## config.mk

```make
export PLATFORM = sky130hd
export DESIGN_NAME = multicycle_alu
export DESIGN_NICKNAME = d
export VERILOG_FILES = /design/src/rtl/multicycle_alu_pkg.sv /design/src/rtl/multicycle_alu_shift_step.sv /design/src/rtl/multicycle_alu.sv
export SDC_FILE = /design/constraint.sdc
export NUM_CORES = 1
export LEC_CHECK = 0
export ABC_AREA = 1
export CAP_MARGIN = 10
export CORE_UTILIZATION = 45
export DETAILED_ROUTE_END_ITERATION = 6
export PLACE_DENSITY_LB_ADDON = 0.05
export SETUP_SLACK_MARGIN = 0.05
export SYNTH_ARGS = -nofsm -noshare
export SYNTH_HDL_FRONTEND = slang
export SYNTH_SLANG_ARGS = --single-unit
```

## constraint.sdc

```tcl
create_clock -name clk -period 6 [get_ports clk]
set_clock_uncertainty 0.1 [all_clocks]
set_input_delay 0.9 -clock clk [delete_from_list [all_inputs] [get_ports clk]]
set_output_delay 0.9 -clock clk [all_outputs]
set_load 0.005 [all_outputs]
```

## src/rtl/multicycle_alu_pkg.sv

```systemverilog
// multicycle_alu_pkg: shared ALU select codes, shamt width and FSM state type
package multicycle_alu_pkg;
  localparam int SHAMT_W = 5;
  localparam logic [3:0] ALU_ADD  = 4'd0;
  localparam logic [3:0] ALU_SUB  = 4'd1;
  localparam logic [3:0] ALU_AND  = 4'd2;
  localparam logic [3:0] ALU_OR   = 4'd3;
  localparam logic [3:0] ALU_XOR  = 4'd4;
  localparam logic [3:0] ALU_SLT  = 4'd5;
  localparam logic [3:0] ALU_SLTU = 4'd6;
  localparam logic [3:0] ALU_SLL  = 4'd7;
  localparam logic [3:0] ALU_SRL  = 4'd8;
  localparam logic [3:0] ALU_SRA  = 4'd9;
  typedef enum logic {IDLE, SHIFT} state_t;
endpackage

```

## src/rtl/multicycle_alu_shift_step.sv

```systemverilog
// alu_shift_step: combinational one-bit left/right logical/arithmetic shifter
module alu_shift_step (
  input  logic [31:0] d,
  input  logic        left,
  input  logic        arith,
  output logic [31:0] q
);
  assign q = left ? {d[30:0], 1'b0} : {arith & d[31], d[31:1]};
endmodule

```

## src/rtl/multicycle_alu.sv

```systemverilog
// multicycle_alu: single-cycle ALU ops plus bit-serial shifts with flush and registered flags
module multicycle_alu
  import multicycle_alu_pkg::*;
(
  input  logic        clk,
  input  logic        rst,
  input  logic        flush,
  input  logic        in_valid,
  output logic        in_ready,
  input  logic [3:0]  alu_sel,
  input  logic [31:0] a,
  input  logic [31:0] b,
  output logic [31:0] result,
  output logic        out_valid,
  output logic        zero,
  output logic        neg,
  output logic        carry,
  output logic        ovf,
  output logic        busy
);
  state_t state, state_nxt;
  logic [SHAMT_W-1:0] cnt;
  logic [31:0] sh_val, sh_nxt, op_res;
  logic [32:0] add_w, sub_w;
  logic sh_left, sh_arith, op_z, op_c, op_v, is_shift, accept, start_shift, last_step;
  alu_shift_step u_step (
    .d     (sh_val),
    .left  (sh_left),
    .arith (sh_arith),
    .q     (sh_nxt)
  );
  assign busy     = state == SHIFT;
  assign in_ready = ~busy;
  always_comb begin
    add_w       = {1'b0, a} + {1'b0, b};
    sub_w       = {1'b0, a} - {1'b0, b};
    is_shift    = alu_sel == ALU_SLL || alu_sel == ALU_SRL || alu_sel == ALU_SRA;
    accept      = in_valid & ~busy & ~flush;
    start_shift = accept & is_shift & (b[SHAMT_W-1:0] != '0);
    last_step   = busy & (cnt == SHAMT_W'(1));
    state_nxt   = flush ? IDLE : start_shift ? SHIFT : last_step ? IDLE : state;
  end
  always_comb begin
    op_res = '0;
    op_c   = 1'b0;
    op_v   = 1'b0;
    case (alu_sel)
      ALU_ADD: begin
        op_res = add_w[31:0];
        op_c   = add_w[32];
        op_v   = (a[31] == b[31]) & (add_w[31] != a[31]);
      end
      ALU_SUB: begin
        op_res = sub_w[31:0];
        op_c   = ~sub_w[32];
        op_v   = (a[31] != b[31]) & (sub_w[31] != a[31]);
      end
      ALU_AND:  op_res = a & b;
      ALU_OR:   op_res = a | b;
      ALU_XOR:  op_res = a ^ b;
      ALU_SLT:  op_res = {31'd0, $signed(a) < $signed(b)};
      ALU_SLTU: op_res = {31'd0, a < b};
      ALU_SLL, ALU_SRL, ALU_SRA: op_res = a;
      default:  op_res = '0;
    endcase
    op_z = (op_res == '0) & (alu_sel <= ALU_SRA);
  end
  always_ff @(posedge clk) begin
    if (rst) state <= IDLE;
    else state <= state_nxt;
  end
  always_ff @(posedge clk) begin
    if (rst) begin
      cnt       <= '0;
      sh_val    <= '0;
      sh_left   <= 1'b0;
      sh_arith  <= 1'b0;
      result    <= '0;
      zero      <= 1'b1;
      neg       <= 1'b0;
      carry     <= 1'b0;
      ovf       <= 1'b0;
      out_valid <= 1'b0;
    end else begin
      out_valid <= 1'b0;
      if (flush) begin
        cnt <= '0;
      end else if (start_shift) begin
        cnt      <= b[SHAMT_W-1:0];
        sh_val   <= a;
        sh_left  <= alu_sel == ALU_SLL;
        sh_arith <= alu_sel == ALU_SRA;
      end else if (busy) begin
        cnt    <= cnt - 1'b1;
        sh_val <= sh_nxt;
        if (last_step) begin
          result    <= sh_nxt;
          zero      <= sh_nxt == '0;
          neg       <= sh_nxt[31];
          carry     <= 1'b0;
          ovf       <= 1'b0;
          out_valid <= 1'b1;
        end
      end else if (accept) begin
        result    <= op_res;
        zero      <= op_z;
        neg       <= op_res[31];
        carry     <= op_c;
        ovf       <= op_v;
        out_valid <= 1'b1;
      end
    end
  end
endmodule

```

==> metrics.txt, run 1 <==
largest net degree at the start of global routing 69; first-pass GRT wire length 66300 um; number of fill cells in the layout 2658; Worst Max-Slew Pin Slew 1.03 ns; die width 157 um; WL met2 19300 um; met3 routed WL 4410 um; R2R depth 10; CTS clk-pin slew, worst paths 0.05 ns; layout cells sized above 1 0.0235; Sw Share 0.420; HP Start result[26]$_SDFFE_PP0P_; most common cell after layout, fill and taps aside nand2_1; hold_ws 0.362 ns; I/O Buffers 110; HPWL after DPL 35800 um; Reg2Reg Setup Slack 2.23 ns; Compound-Gate Fraction of Synth Area 0.167; H-tree Lvls 3; Mapped Cells 1936; Die H 157 um; Detail Route Antenna Nets 0; Synth Flop Type dfxtp_1; number of flops mapped to enable cells by yosys 0; Sum Neg Setup Slack 0 ns; main combinational cell family by area after synthesis simple AND/OR/NAND/NOR gates; sw power 763 uW; root buffer cell clkbuf_16; RSZ-0062 raised after global routing false; GPL Wtd Cong 1.02; synthesized area 10800 sq um; Post-Synth Simple-Gate Area 0.388; Max clock buf depth 2; post-CTS sizing 0; post-synthesis sequential area ratio 0.140; Peak VDD IR 0.151 mV; die area 24700 sq um; Post-Route M1 WL 19300 um; reg2reg end result[9]$_SDFFE_PP0P_; Net Count, Synth 2125; post-DR vias/cell 5.57; Worst R2R Start busy$_SDFFE_PP0P_; vias in the first global route 11700; Initial Utilization 0.460; Unique masters post-synth 47; Clk pwr share 0.261; area delta synth->final 13.4%; Total Routing Usage GR 0.359; Cell Int Power 1050 uW; Max-Cap Viols 0; Area contributors post-synth nand2_1 20%, dfxtp_1 14%, ha_1 13%; # clock sinks 76; Iteration-0 DRC Markers 1327; Area after DPL 12000 sq um; Min-Delay Endpoint result[26]$_SDFFE_PP0P_; pwr/cell area 148 nW/um^2; cell area after layout 12300 sq um; DR top layer met4; xor-xnor portion of the synthesized cell area 0.00323; Fin. Hold Viols 0; final worst path period need 4.71 ns; Worst-Skew Late Latency 0.33 ns; drc violations 2; Worst Hold Depth 2; mux cell area share after synthesis 0.0249; share of flip-flops with an asynchronous set or reset 0; outcome complete, but fails checks; Synth Area in Adders 0.136; Pre-antenna DRT Iters 7; combinational power share 0.447; Final nets 2181; CP required 6.17 ns; CTS tree built; commonest non-fill, non-tap cells in the layout 568 x nand2_1, 299 x inv_1, 244 x nor2_1; io pins 111; Wirelength per Cell 19.2 um; YS warnings 0; Fmax achieved 0.212 GHz; Leak 0.00636 uW; crit path max fanout 9; CORE AREA 23500 sq um; final slew viol count 0; hold buffers post-CTS 0; Synth top area share 0.197; final worst-path cycle share 0.786; initial antenna violation count 3; HP Class register to register; Worst Setup End Kind register; Yosys reg bits 76; crit path DAT 4.89 ns; DRT Wirelength 44400 um; Flop pwr share 0.292; CTS Buf Count 9; average footprint of a synthesized cell 5.60 sq um; max_slew headroom 0.310; Crit Path Category input port to register; CP Launch Type input port; failing checks DRC; Ant. Diodes 0; overflow left after global routing 0; via count 12900; num rows 56; Post-CTS Setup Inserts 0; setup violators final 0; cell accounting for the most synthesized area nand2_1
## area by class of cell
type,count,area [sq um],share of cell area
clock buffers,12,236,0.0192
inverters,305,1140,0.0932
clock inverters,3,15.0,0.00122
flip-flops and latches,76,1520,0.124
repair buffers,120,1170,0.0953
multi-input cells,1480,7800,0.635
well taps,319,399,0.0325
## registers in the layout (all words and copies together), names as in the netlist
| name | cells |
|---|---|
| result | 32 |
| sh_val | 32 |
| cnt | 5 |
| busy | 1 |
| carry | 1 |
| out_valid | 1 |
| ovf | 1 |
| sh_arith | 1 |
| sh_left | 1 |
| zero | 1 |
## kinds of logic after synthesis
logic type,count (synthesis)
adder cells (fa/ha/maj),117
AND/OR/NAND/NOR,1026
XOR/XNOR,4
multiplexers,27
AO/OA/AOI/OAI,306
buffers and inverters,380
flip-flops,76
## synthesized netlist by cell type (2+ instances only)
cell type  instances
inv_1            299
ha_1             115
nand3_1          148
dfxtp_1           76
fa_1               2
buf_6              2
o22ai_1           25
a21oi_2            2
o21ai_1            3
and2_1             9
o221ai_1           7
nand2_2            6
clkbuf_1          20
mux2i_1           27
a21oi_1          112
nand4_1           26
xor2_1             3
nand2_1          568
buf_4              8
nand3b_1           5
inv_2              5
a31oi_1            3
nor2_1           244
o211ai_1           3
nor3_1            12
buf_1              4
o21ai_0           88
buf_2             40
a211oi_1          30
o21bai_1           6
nor2_2             2
o221a_2            4
a221oi_1          18
## critical path: stages
cell	delay, ns
clkdlybuf4s50_1	0.74
inv_1	0.09
ha_1	0.45
nand2_1	0.23
inv_1	0.06
nand2_1	0.06
nand2_1	0.07
nand3b_1	0.37
or2_1	0.32
nand3_1	0.06
nand2_1	0.07
nor3_1	0.79
nand3_1	0.16
nor2_1	0.23
nand3_1	0.11
nand2_1	0.07
nand2_1	0.04
nand2_1	0.06
## worst max path at each step
stage               start           endpoint  slack, ns  cells after the start
finish               a[9]  zero$_SDFFE_PP1P_       1.29                     18
global route         a[3]  zero$_SDFFE_PP1P_       1.22                     19
CTS                  a[9]  zero$_SDFFE_PP1P_       1.53                     18
detailed placement   a[9]  zero$_SDFFE_PP1P_       1.20                     18
global placement     a[9]  zero$_SDFFE_PP1P_       1.21                     18
floorplan            a[0]  zero$_SDFFE_PP1P_       3.04                     22
## through the flow
step | worst slack (ns) | power (uW) | std cells | utilization
floorplan | 3.04 | 1030 | 1936 | -
global placement | 1.21 | 1330 | 2300 | 0.511
detailed placement | 1.20 | 1330 | 2300 | 0.511
CTS | 1.53 | 1800 | 2315 | 0.522
global route | 1.22 | 1920 | 2315 | 0.522
finish | 1.29 | 1820 | 2315 | 0.522
## power by group through the flow
stage	registers (uW)	logic, uW	clock network, uW
after floorplan	540	495	0
after global placement	542	784	0
after detailed placement	542	785	0
after CTS	531	790	481
after global routing	533	890	498
final	531	812	475
## metal layers
metal	vias to the layer above	GRT usage
met5	-	0
met4	0	0.130
met3	75	0.0636
met2	590	0.564
met1	5911	0.489
li1	6308	-
Power figures use the tool's default switching activity.
==> run 2, diff against run 1 <==
==> constraint.sdc (replaced) <==
create_clock -name clk -period 4.2 [get_ports clk]
set_clock_uncertainty 0.1 [all_clocks]
set_input_delay 0.63 -clock clk [delete_from_list [all_inputs] [get_ports clk]]
set_output_delay 0.63 -clock clk [all_outputs]
set_load 0.005 [all_outputs]
==> run 2 against run 1 <==
- the run now ends clean
- largest cell class unchanged
- die area is the same
- cell count increased by 3.4%
- highest routed layer unchanged
- design area rose by 5.3%
- largest power group unchanged
- combinational power increased by 53%
==> metrics.txt, run 2 (synthesis gave the netlist of run 1 again) <==
Worst Setup End Kind register; CTS tree built; Worst-Skew Late Latency 0.34 ns (about the same); Sw Share 0.411 (-0.00872); via count 13200 (+2.4%); io pins 111 (unchanged); CTS Buf Count 9 (unchanged); Clk pwr share 0.286 (+0.025); area of the multi-input gates 7800 sq um (about the same); crit path cell chain clkdlybuf4s50_1, ha_2, inv_1, fa_1, inv_1, nand2_1, nand2_1, nand3_1, nand2_1, nand2_1, nand2_1, nand2_1, nand2_1, nand2_1, nand3_1, nand2_1, nor2_1, nand3_1, nor2_1, nand3_1, nand2_1, nand2_1, nand2_1; Reg2Reg Setup Slack 1.50 ns (-0.73 ns); crit path max fanout 4 (-5); Flop pwr share 0.270 (-0.022); DRT Wirelength 45500 um (+2.4%); final worst path period need 3.82 ns; num rows 56 (unchanged); root buffer cell clkbuf_16; number of fill cells in the layout 2493 (-6.2%); post-DR vias/cell 5.51 (-1.0%); CP delay by family, top simple AND/OR/NAND/NOR gates; CP Depth 23 (+5); HPWL after DPL 37100 um (+3.8%); top flop regs result: 32 flops, sh_val: 32 flops, cnt: 5 flops; Leak 0.00675 uW (+6.2%); overflow left after global routing 0 (unchanged); Iteration-0 DRC Markers 1517 (+14%); hold buffers post-CTS 0 (unchanged); max_slew headroom 0.348 (+0.0378); Crit Path Category input port to register; outcome completed; slowest stage delay, CP 0.59 ns (-0.20 ns); layout cells sized above 1 0.0627 (+0.0391); largest net degree at the start of global routing 68 (-1.4%); # clock sinks 76 (unchanged); Final nets 2259 (+3.6%); Ant. Diodes 0 (unchanged); crit path DAT 4.01 ns (-0.88 ns); I/O Buffers 110 (unchanged); Total Routing Usage GR 0.369 (+0.00911); RSZ-0062 raised after global routing false; drc violations 0 (-2); Max-Cap Viols 0 (unchanged); die width 157 um (unchanged); commonest non-fill, non-tap cells in the layout 568 x nand2_1, 299 x inv_1, 244 x nor2_1; Die H 157 um (unchanged); CP Launch Type input port; CP required 4.39 ns (-1.78 ns); Pre-antenna DRT Iters 6 (-1); Fmax achieved 0.262 GHz; sw power 1150 uW (+51%); pwr/cell area 217 nW/um^2 (+47%); reg2reg end zero$_SDFFE_PP1P_; Fin. Hold Viols 0 (unchanged); die area 24700 sq um (unchanged); Worst Max-Slew Pin Slew 0.978 ns (-0.0488 ns); most common cell after layout, fill and taps aside nand2_1; CTS clk-pin slew, worst paths 0.07 ns (+0.02 ns); final slew viol count 0 (unchanged); most frequent CP cell nand2_1; Worst R2R Start busy$_SDFFE_PP0P_; initial antenna violation count 2 (-1); Max clock buf depth 2 (unchanged); area delta synth->final 19.3%; vias in the first global route 11900 (+1.3%); R2R depth 8 (-2); crit path launch b[0]; Detail Route Antenna Nets 0 (unchanged); Cell Int Power 1650 uW (+57%); Worst setup endpoint zero$_SDFFE_PP1P_; Max stage delay cell, worst path clkdlybuf4s50_1; Initial Utilization 0.460 (unchanged); Wirelength per Cell 19.0 um (-0.94%); Reg area 1520 sq um (unchanged); GPL Wtd Cong 1.01 (-0.82%); hold_ws 0.362 ns (+0.000603 ns); combinational power share 0.443 (-0.004); Worst Path Buf+Inv 3 (unchanged); Peak VDD IR 0.230 mV (+52%); Inst Count DP 2378 (+3.4%); Non-Filler Instances 2394 (+3.4%); setup violators final 0 (unchanged); first-pass GRT wire length 68400 um (+3.1%); H-tree Lvls 3 (unchanged); HP Class register to register; CORE AREA 23500 sq um (unchanged); final worst-path cycle share 0.909
[run 2: routing by layer]
metal	wire [um]	part of all wire	track usage
met2	19700	0.43	0.578
met4	1010	0.022	0.0985
met5	0	0	0
met3	4300	0.094	0.0476
met1	20400	0.45	0.525
[run 2: what timing repair did]
action | CTS | global route
endpoints found under the setup margin | 0 | 1
buffers inserted | 0 | 0
resized for setup | 0 | 1
[run 2: area by class of cell]
| type | count | share of cell area |
|---|---|---|
| flip-flops and latches | 76 | 0.118 |
| clock buffers | 10 | 0.0185 |
| well taps | 319 | 0.0309 |
| inverters | 305 | 0.0885 |
| clock inverters | 6 | 0.00542 |
| multi-input cells | 1480 | 0.603 |
| repair buffers | 198 | 0.136 |
[run 2: power groups by stage]
stage	registers, uW	logic (uW)	clock network [uW]
after CTS	758	1210	809
after global placement	774	1200	0
after detailed placement	774	1200	0
after global routing	760	1360	835
final	758	1240	803
after floorplan	771	707	0
[run 2: worst min path at each step]
stage / cells after the start / slack, ns / endpoint / start
after global placement: 2 / 0.35 / result[30]$_SDFFE_PP0P_ / result[30]$_SDFFE_PP0P_
final: 2 / 0.36 / result[17]$_SDFFE_PP0P_ / result[17]$_SDFFE_PP0P_
after floorplan: 2 / 0.35 / sh_arith$_SDFFE_PP0P_ / sh_arith$_SDFFE_PP0P_
after CTS: 2 / 0.36 / result[17]$_SDFFE_PP0P_ / result[17]$_SDFFE_PP0P_
after global routing: 2 / 0.38 / carry$_SDFFE_PP0P_ / carry$_SDFFE_PP0P_
after detailed placement: 2 / 0.36 / result[17]$_SDFFE_PP0P_ / result[17]$_SDFFE_PP0P_
[run 2: per-stage QoR]
stage	total power, uW	utilization	worst slack [ns]	TNS [ns]	instance area, sq um
after floorplan	1480	-	1.51	0	10800
after global placement	1980	0.536	-0.00986	-0.00986	12600
after detailed placement	1980	0.536	0.0695	0	12600
after CTS	2770	0.549	0.400	0	12900
after global routing	2950	0.549	0.0674	0	12900
final	2810	0.549	0.383	0	12900
[run 2: worst reg2reg max path: stages (launching register included)]
cell	delay [ns]
dfxtp_1	0.75
clkinv_1	0.56
nor2_1	0.33
nand4_1	0.13
nor3_1	0.37
nand3_1	0.20
nand2_1	0.12
nand2_1	0.05
nand2_1	0.06
==> run 3, diff against run 2 <==
--- a/config.mk
+++ b/config.mk
@@ -7,10 +7,11 @@
 export LEC_CHECK = 0
 export ABC_AREA = 1
 export CAP_MARGIN = 10
-export CORE_UTILIZATION = 45
+export CORE_UTILIZATION = 54
 export DETAILED_ROUTE_END_ITERATION = 6
 export PLACE_DENSITY_LB_ADDON = 0.05
 export SETUP_SLACK_MARGIN = 0.05
+export SLEW_MARGIN = 20
 export SYNTH_ARGS = -nofsm -noshare
 export SYNTH_HDL_FRONTEND = slang
 export SYNTH_SLANG_ARGS = --single-unit
==> run 3 against run 2 <==
- the flow now finishes with violations (DRC)
- die area fell by 16%
- non-clock buffer count fell by 25
- global-route usage increased by 5.6 points
- count of clock-buffer cells in the layout rose by 2
- routed wire length down 2.1%
- sequential share of layout area is 0.24 points higher
- setup slack worse by 0.045 ns
- maximum frequency fell by 1.2%
- design area fell by 2.0%
- core utilization up 9.7 points
- register-to-register slack got worse by 0.09 ns
- combinational power about the same
- largest power group unchanged
==> metrics.txt, run 3 (synthesis gave the netlist of run 1 again) <==
max_slew headroom 0.232 (-0.116); slowest stage delay, CP 0.58 ns (about the same); reg2reg end result[9]$_SDFFE_PP0P_; Reg2Reg Setup Slack 1.41 ns (-0.09 ns); Max stage delay cell, worst path clkdlybuf4s50_1; HP Start result[29]$_SDFFE_PP0P_; post-DR vias/cell 5.88 (+6.8%); commonest non-fill, non-tap cells in the layout 568 x nand2_1, 299 x inv_1, 244 x nor2_1; final worst path period need 3.86 ns (+0.0454 ns); CP required 4.39 ns (about the same); overflow left after global routing 0 (unchanged); Fmax achieved 0.259 GHz (-1.2%); Peak VDD IR 0.226 mV (-1.9%); num rows 51 (-8.9%); Detail Route Antenna Nets 0 (unchanged); DRT Wirelength 44500 um (-2.1%); setup violators final 0 (unchanged); HPWL after DPL 36300 um (-2.3%); Die H 144 um (-8.6%); final slew viol count 0 (unchanged); Iteration-0 DRC Markers 1694 (+12%); R2R depth 8 (unchanged); Leak 0.00664 uW (-1.7%); GPL Wtd Cong 1.09 (+8.0%); Worst Max-Slew Pin Slew 1.15 ns (+0.170 ns); CORE AREA 19600 sq um (-17%); Min-Delay Endpoint result[29]$_SDFFE_PP0P_; Max-Cap Viols 0 (unchanged); crit path cell chain clkdlybuf4s50_1, ha_1, inv_1, fa_1, inv_1, nand2_1, nand2_1, nand3_1, nand2_1, nand2_1, nand2_1, nand2_1, nand2_1, nand2_1, nand3_1, nand2_1, nor2_1, nand3_1, nor2_1, nand3_1, nand2_1, nand2_1, nand2_1; final worst-path cycle share 0.920 (+0.0108); CTS tree built; crit path launch a[0]; failing checks DRC; Final nets 2234 (-1.1%); crit path DAT 4.05 ns (+0.04 ns); Max clock buf depth 2 (unchanged); Total Routing Usage GR 0.425 (+0.0562); initial antenna violation count 3 (+1); Wirelength per Cell 19.2 um (+1.3%); die width 144 um (-8.6%); most frequent CP cell nand2_1; largest net degree at the start of global routing 68 (unchanged); Crit Path Category input port to register; first-pass GRT wire length 66300 um (-3.0%); Worst-Skew Late Latency 0.34 ns (about the same); via count 13600 (+3.2%); H-tree Lvls 3 (unchanged); Sum Neg Setup Slack 0 ns (unchanged); Worst Setup End Kind register; Worst R2R Start busy$_SDFFE_PP0P_; CP Launch Type input port; Pre-antenna DRT Iters 7 (+1); area delta synth->final 16.9%; # clock sinks 76 (unchanged); root buffer cell clkbuf_16; crit path max fanout 4 (unchanged); layout cells sized above 1 0.0508 (-0.0119); vias in the first global route 12200 (+2.8%); Ant. Diodes 0 (unchanged); pwr/cell area 214 nW/um^2 (-1.3%); I/O Buffers 110 (unchanged); RSZ-0062 raised after global routing false; most common cell after layout, fill and taps aside nand2_1; HP Class register to register; outcome complete, but fails checks; CTS Buf Count 9 (unchanged); CTS clk-pin slew, worst paths 0.06 ns (about the same); hold_ws 0.369 ns (+0.00644 ns); die area 20600 sq um (-16%); top flop regs result: 32 flops, sh_val: 32 flops, cnt: 5 flops; drc violations 6 (+6); Worst Hold Depth 2 (unchanged); io pins 111 (unchanged); Fin. Hold Viols 0 (unchanged); Post-CTS Setup Inserts 0 (unchanged); Initial Utilization 0.553 (+0.0929)
-- run 3: metrics by stage --
step	worst slack, ns	total power (uW)	utilization	std cells	area (sq um)
2_1_floorplan	1.51	1480	-	1936	10800
3_3_place_gp	0.0611	1920	0.632	2299	12400
3_5_place_dp	0.101	1930	0.632	2299	12400
4_1_cts	0.433	2660	0.647	2314	12700
5_1_grt	0.0980	2830	0.647	2314	12700
6_report	0.337	2710	0.647	2314	12700
-- run 3: critical path: cells and delay by family --
family | cells | cell delay (ns)
buffers and inverters | 3 | 0.81
AND/OR/NAND/NOR | 18 | 1.87
adder cells (fa/ha/maj) | 2 | 0.73
-- run 3: layout make-up --
class	instances	area [sq um]
Clock inverter	3	21.3
Clock buffer	12	267
Sequential cell	76	1520
Inverter	305	1140
Fill cell	1913	6920
Multi-Input combinational cell	1480	7800
Tap cell	265	332
Timing Repair Buffer	173	1580
-- run 3: timing repair --
item | in CTS | in global routing
setup endpoints to repair | 0 | 1
resized for setup | 0 | 1
hold buffers | 0 | 0
-- run 3: how the worst max path moves through the flow --
stage | slack [ns] | endpoint | cells past startpoint
6_report | 0.34 | zero$_SDFFE_PP1P_ | 23
4_1_cts | 0.43 | zero$_SDFFE_PP1P_ | 21
3_5_place_dp | 0.10 | zero$_SDFFE_PP1P_ | 21
2_1_floorplan | 1.51 | zero$_SDFFE_PP1P_ | 22
5_1_grt | 0.1 | zero$_SDFFE_PP1P_ | 21
3_3_place_gp | 0.06 | zero$_SDFFE_PP1P_ | 21
-- run 3: per-layer routing --
layer  vias to the layer above  share of wire  GRT usage
li1                       6418              -          -
met1                      6139           0.40      0.562
met2                       901           0.43      0.670
met3                       155           0.13     0.0786
met4                         2          0.042      0.184
met5                         -        0.00018          0
-- run 3: report_power, final --
group	total, uW	internal (uW)	switching, uW
Sequential	759	744	15.7
Combinational	1210	406	808
Clock	739	445	295
Total	2710	1590	1120
==> variant (settings of run 2) <==
`SHAMT_W`: 5 -> 10.
--- a/src/rtl/multicycle_alu_pkg.sv
+++ b/src/rtl/multicycle_alu_pkg.sv
@@ -1,6 +1,6 @@
 // multicycle_alu_pkg: shared ALU select codes, shamt width and FSM state type
 package multicycle_alu_pkg;
-  localparam int SHAMT_W = 5;
+  localparam int SHAMT_W = 10;
   localparam logic [3:0] ALU_ADD  = 4'd0;
   localparam logic [3:0] ALU_SUB  = 4'd1;
   localparam logic [3:0] ALU_AND  = 4'd2;
Formal check against the unedited RTL: not equivalent (a bounded check fails within 4 cycles, from zero or initial values and one cycle with rst high).
==> variant against run 2 <==
The run now ends with DRC left; sequential power up 6.7%; sequential cell count grew 5; cell count is 1.3% higher; die area grew 3.8%; synthesized area up 3.9%; routed wire length is 6.5% higher; setup slack worse by 0.090 ns; total power up 2.7%; design area up 3.5%; critical path type unchanged; critical endpoint unchanged; largest cell class unchanged; highest routed layer unchanged.
==> variant: results (changes against run 2) <==
<table>
<tr><th>Metric</th><th>Value</th></tr>
<tr><th colspan="2">Outcome</th></tr>
<tr><td>Failing checks</td><td>DRC</td></tr>
<tr><td>Run status</td><td>finished with violations</td></tr>
<tr><th colspan="2">Timing</th></tr>
<tr><td>Actual transition at the worst max-transition pin</td><td>0.791 ns (-0.187 ns)</td></tr>
<tr><th colspan="2">Placement</th></tr>
<tr><td>Final HPWL from detailed placement</td><td>39600 um (+6.8%)</td></tr>
<tr><td>Weighted congestion at the end of routability-driven global placement</td><td>0.992 (-2.1%)</td></tr>
<tr><td>Placed cell count</td><td>2409 (+1.3%)</td></tr>
<tr><th colspan="2">Cells and area</th></tr>
<tr><td>Fraction of layout cells with a size suffix above 1</td><td>8.81% (+2.5 points)</td></tr>
<tr><td>Biggest registers after layout</td><td>result (32), sh_val (32), cnt (10)</td></tr>
<tr><th colspan="2">Routing</th></tr>
<tr><td>Total iterations of the first detailed-routing run</td><td>7 (+1)</td></tr>
<tr><td>Wire length after detailed routing</td><td>48400 um (+6.5%)</td></tr>
<tr><td>Residual DRC</td><td>1 (+1)</td></tr>
<tr><td>Number of design-rule violations left by the first detailed-router iteration</td><td>1583 (+4.4%)</td></tr>
<tr><td>WL per Instance</td><td>20.0 um (+5.1%)</td></tr>
<tr><th colspan="2">Global route</th></tr>
<tr><td>Initial antenna violation count</td><td>0 (-2)</td></tr>
<tr><td>Wire length of the first global-routing pass</td><td>73000 um (+6.8%)</td></tr>
<tr><td>Tot GR Track Use</td><td>37.3% (+0.44 points)</td></tr>
<tr><th colspan="2">Synth</th></tr>
<tr><td>Post-Syn Nets</td><td>2140 (+0.71%)</td></tr>
<tr><td>Post-synth top cells</td><td>nand2_1 (515), inv_1 (276), nor2_1 (238)</td></tr>
<tr><td>Synth area leaders</td><td>nand2_1 (17%), dfxtp_1 (14%), ha_1 (13%)</td></tr>
<tr><td>Number of instances in the synthesized netlist</td><td>1951 (+0.77%)</td></tr>
<tr><td>Number of distinct library cells after synthesis</td><td>50 (+6.4%)</td></tr>
<tr><td>Sequential-to-total area share from yosys stat</td><td>14.4% (+0.36 points)</td></tr>
<tr><th colspan="2">Critical path</th></tr>
<tr><td>Maximum fanout count along the critical path</td><td>5 (+1)</td></tr>
<tr><td>R2r setup slk</td><td>1.54 ns (+0.04 ns)</td></tr>
<tr><th colspan="2">Pwr</th></tr>
<tr><td>Leak</td><td>6.73 nW (-0.33%)</td></tr>
<tr><td>Maximum ir drop on the vdd rail</td><td>0.287 mV (+25%)</td></tr>
</table>
variant: cell types whose count changed in the layout (fill, tap and decap cells not counted), sizes merged, moves of 6 or more:
cell	before	now
buf	89	105
nand2	574	526
o21ai	92	131
nor2	247	256
or2	1	8
mux2i	27	18
and2	9	0
nor4	1	7
nand3	149	164
o21bai	6	12
inv	306	283
nor3	12	18
variant: worst paths after layout:
check,start,end,depth (start not counted)
worst max-delay path,b[0],zero,23
worst min-delay path,result[8],result[8],2
worst max register to register,sh_left,zero,10
worst min register to register,result[8],result[8],2
variant: power breakdown:
group / total (mW) / switching [mW] / leakage (nW) / internal, mW
registers: 0.809 / 0.0164 / 0.657 / 0.793
clock network: 0.748 / 0.319 / 0.137 / 0.429
logic: 1.32 / 0.867 / 5.94 / 0.457
total: 2.88 / 1.20 / 6.73 / 1.68
variant: per-layer routing:
metal / routed length, um / GRT usage, %
met1: 21800 / 53.1
met4: 1260 / 10.9
met2: 21000 / 58.5
met5: 0 / 0
met3: 4350 / 4.39
variant: cell type report:
class	instances	share of cell area [%]
clock buffers	11	1.89
repair buffers	214	14.2
clock inverters	5	0.224
flip-flops and latches	81	12.1
well taps	324	3.03
multi-input cells	1506	60.6
inverters	284	7.96
variant: critical path, delay by kind of cell:
| kind | cells | cell delay [ns] |
|---|---|---|
| adders and majority gates | 2 | 0.78 |
| buffers and inverters | 3 | 0.82 |
| and+or+nand+nor | 18 | 1.85 |
variant: what timing repair did:
item	CTS	global route
setup endpoints to repair	0	1
buffers inserted	0	0
resized for setup	0	3
hold buffers	0	0
variant: cells by family (layout without fill, tap and decap cells):
group           after synthesis  after routing  share of synthesized area, %
compound gates              357            357                          18.8
xor+xnor                      5              5                         0.389
fa+ha+maj                   117            117                          13.1
buf+inv                     364            514                          13.5
flops                        81             81                          14.4
mux                          18             18                          1.60
simple gates               1009           1009                          38.1
variant: through the flow:
step | TNS [ns] | hold WS (ns) | util, % | setup slack (ns) | area [um^2]
floorplan | 0 | 0.345 | - | 1.51 | 11300
global placement | -0.0529 | 0.354 | 53.5 | -0.0529 | 13100
detailed placement | -0.0993 | 0.359 | 53.5 | -0.0993 | 13100
CTS | 0 | 0.368 | 54.7 | 0.234 | 13400
global route | 0 | 0.389 | 54.7 | 0.0507 | 13400
finish | 0 | 0.368 | 54.7 | 0.292 | 13400
